**src/rtl/out_mem_drain.sv**
```systemverilog
// Drains the output memory in ascending address order, requantizes each bank's
// partial sum to DATA_WIDTH and streams SYS_COL-wide beats over valid/ready.

module out_mem_drain_lane #(
  parameter int PW = 32,
  parameter int DW = 16,
  parameter int SW = 5
) (
  input  logic [PW-1:0] psum,
  input  logic [SW-1:0] shamt,
  output logic [DW-1:0] q
);
  localparam logic signed [PW-1:0] MAXV = {{(PW-DW+1){1'b0}}, {(DW-1){1'b1}}};
  localparam logic signed [PW-1:0] MINV = {{(PW-DW+1){1'b1}}, {(DW-1){1'b0}}};

  logic signed [PW-1:0] shifted;

  always_comb begin
    shifted = $signed(psum) >>> shamt;
    if (shifted > MAXV)      q = MAXV[DW-1:0];
    else if (shifted < MINV) q = MINV[DW-1:0];
    else                     q = shifted[DW-1:0];
  end
endmodule

module out_mem_drain #(
  parameter  int SYS_COL    = 16,
  parameter  int DATA_WIDTH = 16,
  parameter  int ADDR_WIDTH = 16,
  localparam int PSUM_WIDTH = 2*DATA_WIDTH,
  localparam int SH_WIDTH   = $clog2(PSUM_WIDTH)
) (
  input  logic                                  clk,
  input  logic                                  rstn,
  input  logic                                  start,
  input  logic [DATA_WIDTH-1:0]                 num_row,
  input  logic [DATA_WIDTH-1:0]                 num_out,
  input  logic [SH_WIDTH-1:0]                   shamt,
  output logic [SYS_COL-1:0]                    rd_en,
  output logic [0:SYS_COL-1][ADDR_WIDTH-1:0]    rd_addr,
  input  logic [0:SYS_COL-1][PSUM_WIDTH-1:0]    rd_data,
  output logic                                  out_valid,
  input  logic                                  out_ready,
  output logic [0:SYS_COL-1][DATA_WIDTH-1:0]    out_data,
  output logic                                  out_last,
  output logic                                  busy,
  output logic                                  done
);
  localparam int LG = $clog2(SYS_COL);
  localparam int CW = ADDR_WIDTH + 1;
  localparam logic [2*DATA_WIDTH-1:0] MAX_TOT = (2*DATA_WIDTH)'(1) << ADDR_WIDTH;

  typedef enum logic [1:0] {IDLE, READ, FLUSH, FIN} state_t;
  typedef logic [0:SYS_COL-1][DATA_WIDTH-1:0] beat_t;

  state_t              state_q, state_d;
  logic [CW-1:0]       total_q, total_d, issued_q, issued_d;
  logic [SH_WIDTH-1:0] shamt_q, shamt_d;
  logic                inflight_q, inflight_d, infl_last_q, infl_last_d;
  logic [1:0]          cnt_q, cnt_d;
  logic                wr_ptr_q, wr_ptr_d, rd_ptr_q, rd_ptr_d;
  beat_t               fifo_q [2];
  beat_t               fifo_d [2];
  logic [1:0]          fifo_last_q, fifo_last_d;

  logic [2*DATA_WIDTH-1:0] prod;
  logic [CW-1:0]           total_clamp;
  beat_t                   rq_data;
  logic                    push, pop, rd_go;
  logic [2:0]              occ;

  for (genvar k = 0; k < SYS_COL; k++) begin : g_lane
    out_mem_drain_lane #(.PW(PSUM_WIDTH), .DW(DATA_WIDTH), .SW(SH_WIDTH)) u_lane (
      .psum (rd_data[k]),
      .shamt(shamt_q),
      .q    (rq_data[k])
    );
  end

  assign prod        = (2*DATA_WIDTH)'(num_row) * (2*DATA_WIDTH)'(num_out >> LG);
  assign total_clamp = (prod > MAX_TOT) ? MAX_TOT[CW-1:0] : prod[CW-1:0];

  assign push = inflight_q;
  assign pop  = (cnt_q != 2'd0) && out_ready;
  // A slot freed by this cycle's pop may be refilled, which keeps 1 beat/cycle.
  assign occ   = 3'(cnt_q) + 3'(inflight_q) - 3'(pop);
  assign rd_go = (state_q == READ) && (occ < 3'd2);

  always_comb begin
    state_d     = state_q;
    total_d     = total_q;
    issued_d    = issued_q;
    shamt_d     = shamt_q;
    wr_ptr_d    = wr_ptr_q;
    rd_ptr_d    = rd_ptr_q;
    fifo_d      = fifo_q;
    fifo_last_d = fifo_last_q;
    inflight_d  = rd_go;
    infl_last_d = rd_go && (issued_q == total_q - CW'(1));
    cnt_d       = cnt_q + 2'(push) - 2'(pop);

    if (push) begin
      fifo_d[wr_ptr_q]      = rq_data;
      fifo_last_d[wr_ptr_q] = infl_last_q;
      wr_ptr_d              = ~wr_ptr_q;
    end
    if (pop) rd_ptr_d = ~rd_ptr_q;

    case (state_q)
      IDLE: if (start) begin
        total_d  = total_clamp;
        shamt_d  = shamt;
        issued_d = '0;
        state_d  = (total_clamp == '0) ? FIN : READ;
      end
      READ: if (rd_go) begin
        issued_d = issued_q + CW'(1);
        if (issued_q + CW'(1) == total_q) state_d = FLUSH;
      end
      FLUSH: if (!inflight_q && cnt_d == 2'd0) state_d = FIN;
      FIN:   state_d = IDLE;
      default: state_d = IDLE;
    endcase
  end

  always_ff @(posedge clk) begin
    if (!rstn) begin
      state_q     <= IDLE;
      total_q     <= '0;
      issued_q    <= '0;
      shamt_q     <= '0;
      inflight_q  <= 1'b0;
      infl_last_q <= 1'b0;
      cnt_q       <= '0;
      wr_ptr_q    <= 1'b0;
      rd_ptr_q    <= 1'b0;
      fifo_last_q <= '0;
    end else begin
      state_q     <= state_d;
      total_q     <= total_d;
      issued_q    <= issued_d;
      shamt_q     <= shamt_d;
      inflight_q  <= inflight_d;
      infl_last_q <= infl_last_d;
      cnt_q       <= cnt_d;
      wr_ptr_q    <= wr_ptr_d;
      rd_ptr_q    <= rd_ptr_d;
      fifo_last_q <= fifo_last_d;
    end
  end

  // Payload storage needs no reset; visibility is gated by cnt_q.
  always_ff @(posedge clk) fifo_q <= fifo_d;

  assign rd_en     = {SYS_COL{rd_go}};
  assign rd_addr   = {SYS_COL{rd_go ? issued_q[ADDR_WIDTH-1:0] : {ADDR_WIDTH{1'b0}}}};
  assign out_valid = (cnt_q != 2'd0);
  assign out_data  = out_valid ? fifo_q[rd_ptr_q] : '0;
  assign out_last  = out_valid & fifo_last_q[rd_ptr_q];
  assign busy      = (state_q == READ) || (state_q == FLUSH);
  assign done      = (state_q == FIN);
endmodule

```
**config.mk**
```make
export PLATFORM = sky130hd
export DESIGN_NAME = out_mem_drain
export DESIGN_NICKNAME = d
export VERILOG_FILES = /design/src/rtl/out_mem_drain.sv
export SDC_FILE = /design/constraint.sdc
export NUM_CORES = 2
export LEC_CHECK = 0
export CAP_MARGIN = 20
export CORE_AREA = 3 3 423 425
export CTS_BUF_LIST = sky130_fd_sc_hd__clkbuf_16
export DETAILED_ROUTE_END_ITERATION = 10
export DIE_AREA = 0 0 426 428
export HOLD_SLACK_MARGIN = 0.03
export PLACE_DENSITY = 0.61
export SYNTH_ARGS = -nofsm -noshare
export SYNTH_HDL_FRONTEND = slang
export SYNTH_HIERARCHICAL = 1
export SYNTH_SLANG_ARGS = --single-unit
```
**constraint.sdc**
```tcl
create_clock -name clk -period 9.85 [get_ports clk]
set_input_delay 1.97 -clock clk [delete_from_list [all_inputs] [get_ports clk]]
set_output_delay 1.97 -clock clk [all_outputs]
set_load 0.1 [all_outputs]
```
==> impl_results.md <==
- DR vias: 52200
- Fin Setup TNS: 0 ns
- Slew headroom: 0.198
- Clk slew on worst S/H paths: approximately 0.060 ns
- Fin crit share: 0.862
- Cell area after layout: 76100 sq um
- Hold Buf Count CTS: 0
- Core area: ~180000 sq um
- Endpoint class of the critical path: flip-flop
- RSZ-0062 raised after global routing: no
- Vias per cell: 5.83
- Vias in the first global route: 50000
- Hold WC Path Type: reg -> reg
- Worst Max-Slew Pin Slew: about 1.2 ns
- Ys Warns: 6
- Cts repair resizes: 0
- Synth area leaders: edfxtp_1 (24%), mux2i_1 (13%), mux4_2 (12%), mux4_1 (5.2%), mux2_2 (4.5%)
- Die Span Y: 428 um
- WL/cell: approximately 24 um
- Setup violators final: 0
- Crit path max-delay family: adder cells
- Layout cells sized above 1: 0.137
- Crit-path cells: clkdlybuf4s50_1 > nand2_1 > fa_1 > inv_1 > fa_1 > fa_1 > fa_1 > inv_1 > fa_1 > inv_1 > ha_1 > a21oi_1 > o211ai_1 > a2111o_1 > o211ai_1 > o211ai_1 > o31ai_4 > nand3_1 > o31ai_1
- Worst endpoint required time: 10.40 ns
- TritonCTS clock tree: built
- Syn Nets: 6936
- Fmax: 0.118 GHz
- Cell Pwr Density: roughly 270 nW/um^2
- Lkg Pwr: 25.1 nW
- CTS Buffer Depth: 3
- Area Overhead vs Synth: 17.2%
- Final Hold Vio Count: 0
- Post-route insts no fill: between 8000 and 9000
- Synth Cell Area: 65000 sq um
- CTS Buf Count: 66
- Syn_area_per_cell: roughly 11 sq um
- Pin count of the biggest net entering global routing: 192
- DR pass1 iterations: 6
- Initial DRC count: 4182
- H-tree Lvls: 3
- Run status: finished, final reports clean
- Arrival time worst endpoint: 9.04 ns
- Placed insts: 8806
- Clock skew: between 0.03 and 0.04 ns
- Fraction of post-synthesis cell area in the top cell type by area: 0.237
- Asr flop ratio synth: 0
- RD Place Congestion: about 0.93
- Max incr delay on CP: 0.93 ns
- Post-CTS Setup Bufs: 0
- Sink Count: roughly 560
- Worst path slowest cell: clkdlybuf4s50_1
- Max Slew Vio Count: 0
- Die ar.: 182000 sq um
- Post-DRT Antenna Nets: 0
- Netlist cell types: 84
- Post-synthesis sequential area ratio: 0.252
- Grt ovf: 0
- Initial antenna violation count: 37
- Gr usage total: 0.229
- Skew-Pair Late Insertion Delay: about 0.65 ns
- Initial Utilization: 0.370
- CP Class: in -> reg
- Placed Area: 73900 sq um
- Die X: 426 um
- Min Clock Period, post-route: 8.49 ns
- Post-synth EDFFs: 512
- Worst Slack Setup Final: 1.36 ns
- Max_cap viols: 0
- Worst path buffer plus inverter count: 4
- Root buffer cell: clkbuf_16
- Most common cell after layout, fill and taps aside: clkdlybuf4s50_1
- First-pass GRT wire length: 326 mm
- Gate count after technology mapping: 6167
- DP HPWL: between 150 and 200 mm
- Final nets: 7304
- DRC viols: 0
- Synth area leader: edfxtp_1
- Rows: about 150
- CP max FO: 16
- Commonest non-fill, non-tap cells in the layout: clkdlybuf4s50_1 (1078), mux2i_1 (870), nor2_1 (516), edfxtp_1 (512), nand2_1 (484)
- Top FF cell, synth: edfxtp_1
- Fillers: 16800
- #FFs+latches synth: 561
- Worst slack, placed: 0.712 ns
- # port buffers: 1080
- Startpoint Class: input pin
- Top cell by count, worst path: fa_1
- Post-Route WL: 219 mm
- IO Pins: 1085
- Worst vdd ir: 0.535 mV
per-stage QoR:
| step | hold WS, ns | power, mW | util |
|---|---|---|---|
| 2_1_floorplan | 0.453 | 14.7 | - |
| 3_3_place_gp | 0.468 | 18.1 | 0.419 |
| 3_5_place_dp | 0.480 | 18.2 | 0.420 |
| 4_1_cts | 0.492 | 20.8 | 0.433 |
| 5_1_grt | 0.520 | 21.8 | 0.433 |
| 6_report | 0.495 | 20.7 | 0.433 |
worst min-delay path, cell delays in order, from the launching register on:
cell and delay [ns]:
dfxtp_1 0.32, nand2b_1 0.07, a21oi_1 0.05
report_power, final:
group / switching [mW] / total, mW / internal [mW]
combinational: 10.4 / 15.0 / 4.59
sequential: 0.164 / 3.23 / 3.07
clock: 1.03 / 2.47 / 1.44
total: 11.6 / 20.7 / 9.09
path summary, 6_finish.rpt:
check                           cells after the start  slack (ns)                       to               startpoint
worst min-delay path                                2        0.50    wr_ptr_q$_SDFFE_PN0P_    wr_ptr_q$_SDFFE_PN0P_
worst max register to register                      8        4.61    fifo_q[228]$_DFFE_PP_  shamt_q[1]$_SDFFE_PN0P_
worst min register to register                      2        0.50    wr_ptr_q$_SDFFE_PN0P_    wr_ptr_q$_SDFFE_PN0P_
worst max-delay path                               19        1.36  total_q[0]$_SDFFE_PN0P_              num_out[11]
flip-flops by register name, indices dropped and copies added (netlist names), 2 cells and up:
name and cells:
cnt_q 2, issued_q 17, fifo_q 512, state_q 2
fifo_last_q 2, total_q 17, shamt_q 5
synthesized netlist by cell type, drive strengths merged, types with 9 or more instances:
master,count
mux2i,870
buf,670
nor2,518
edfxtp,512
nand2,484
mux4,480
o31ai,260
mux2,257
inv,248
o21ai,222
a21oi,193
clkbuf,164
fa,141
a211oi,104
and2,93
ha,75
nor3,73
o211ai,72
a31oi,68
nand4,67
o21a,52
dfxtp,49
nor4,45
nand2b,41
nand3,37
nor2b,36
a311oi,35
xnor2,29
and3,25
xor2,24
o2111ai,19
o41ai,19
nor3b,18
a21boi,17
nor4b,17
a311o,16
a31o,16
clkinv,16
dlygate4sd1,16
a21o,9
area by class of cell:
cell class	count	area, sq um	area share
inverter	264	998	0.0131
sequential	561	16400	0.215
timing repair buffer	1150	11700	0.153
tap	2340	2930	0.0385
clock buffer	69	1730	0.0227
antenna	27	67.6	0.000888
clock inverter	45	448	0.00588
multi-input combinational	4492	41900	0.551
metal layers:
metal,wire length [um],vias to the layer above,GRT usage
li1,-,24000,-
met1,91200,26200,0.303
met2,109000,1777,0.390
met3,11600,243,0.0257
met4,6910,10,0.0782
met5,68,-,0
cells by family after synthesis:
| group | count (synthesis) | share of synthesized area |
|---|---|---|
| AO/OA/AOI/OAI | 1128 | 0.123 |
| XOR/XNOR | 53 | 0.00714 |
| adder cells (fa/ha/maj) | 216 | 0.0579 |
| buffers and inverters | 1114 | 0.103 |
| flip-flops | 561 | 0.252 |
| multiplexers | 1607 | 0.352 |
| AND/OR/NAND/NOR | 1488 | 0.105 |
No activity file was read; power rests on OpenSTA's default activity.
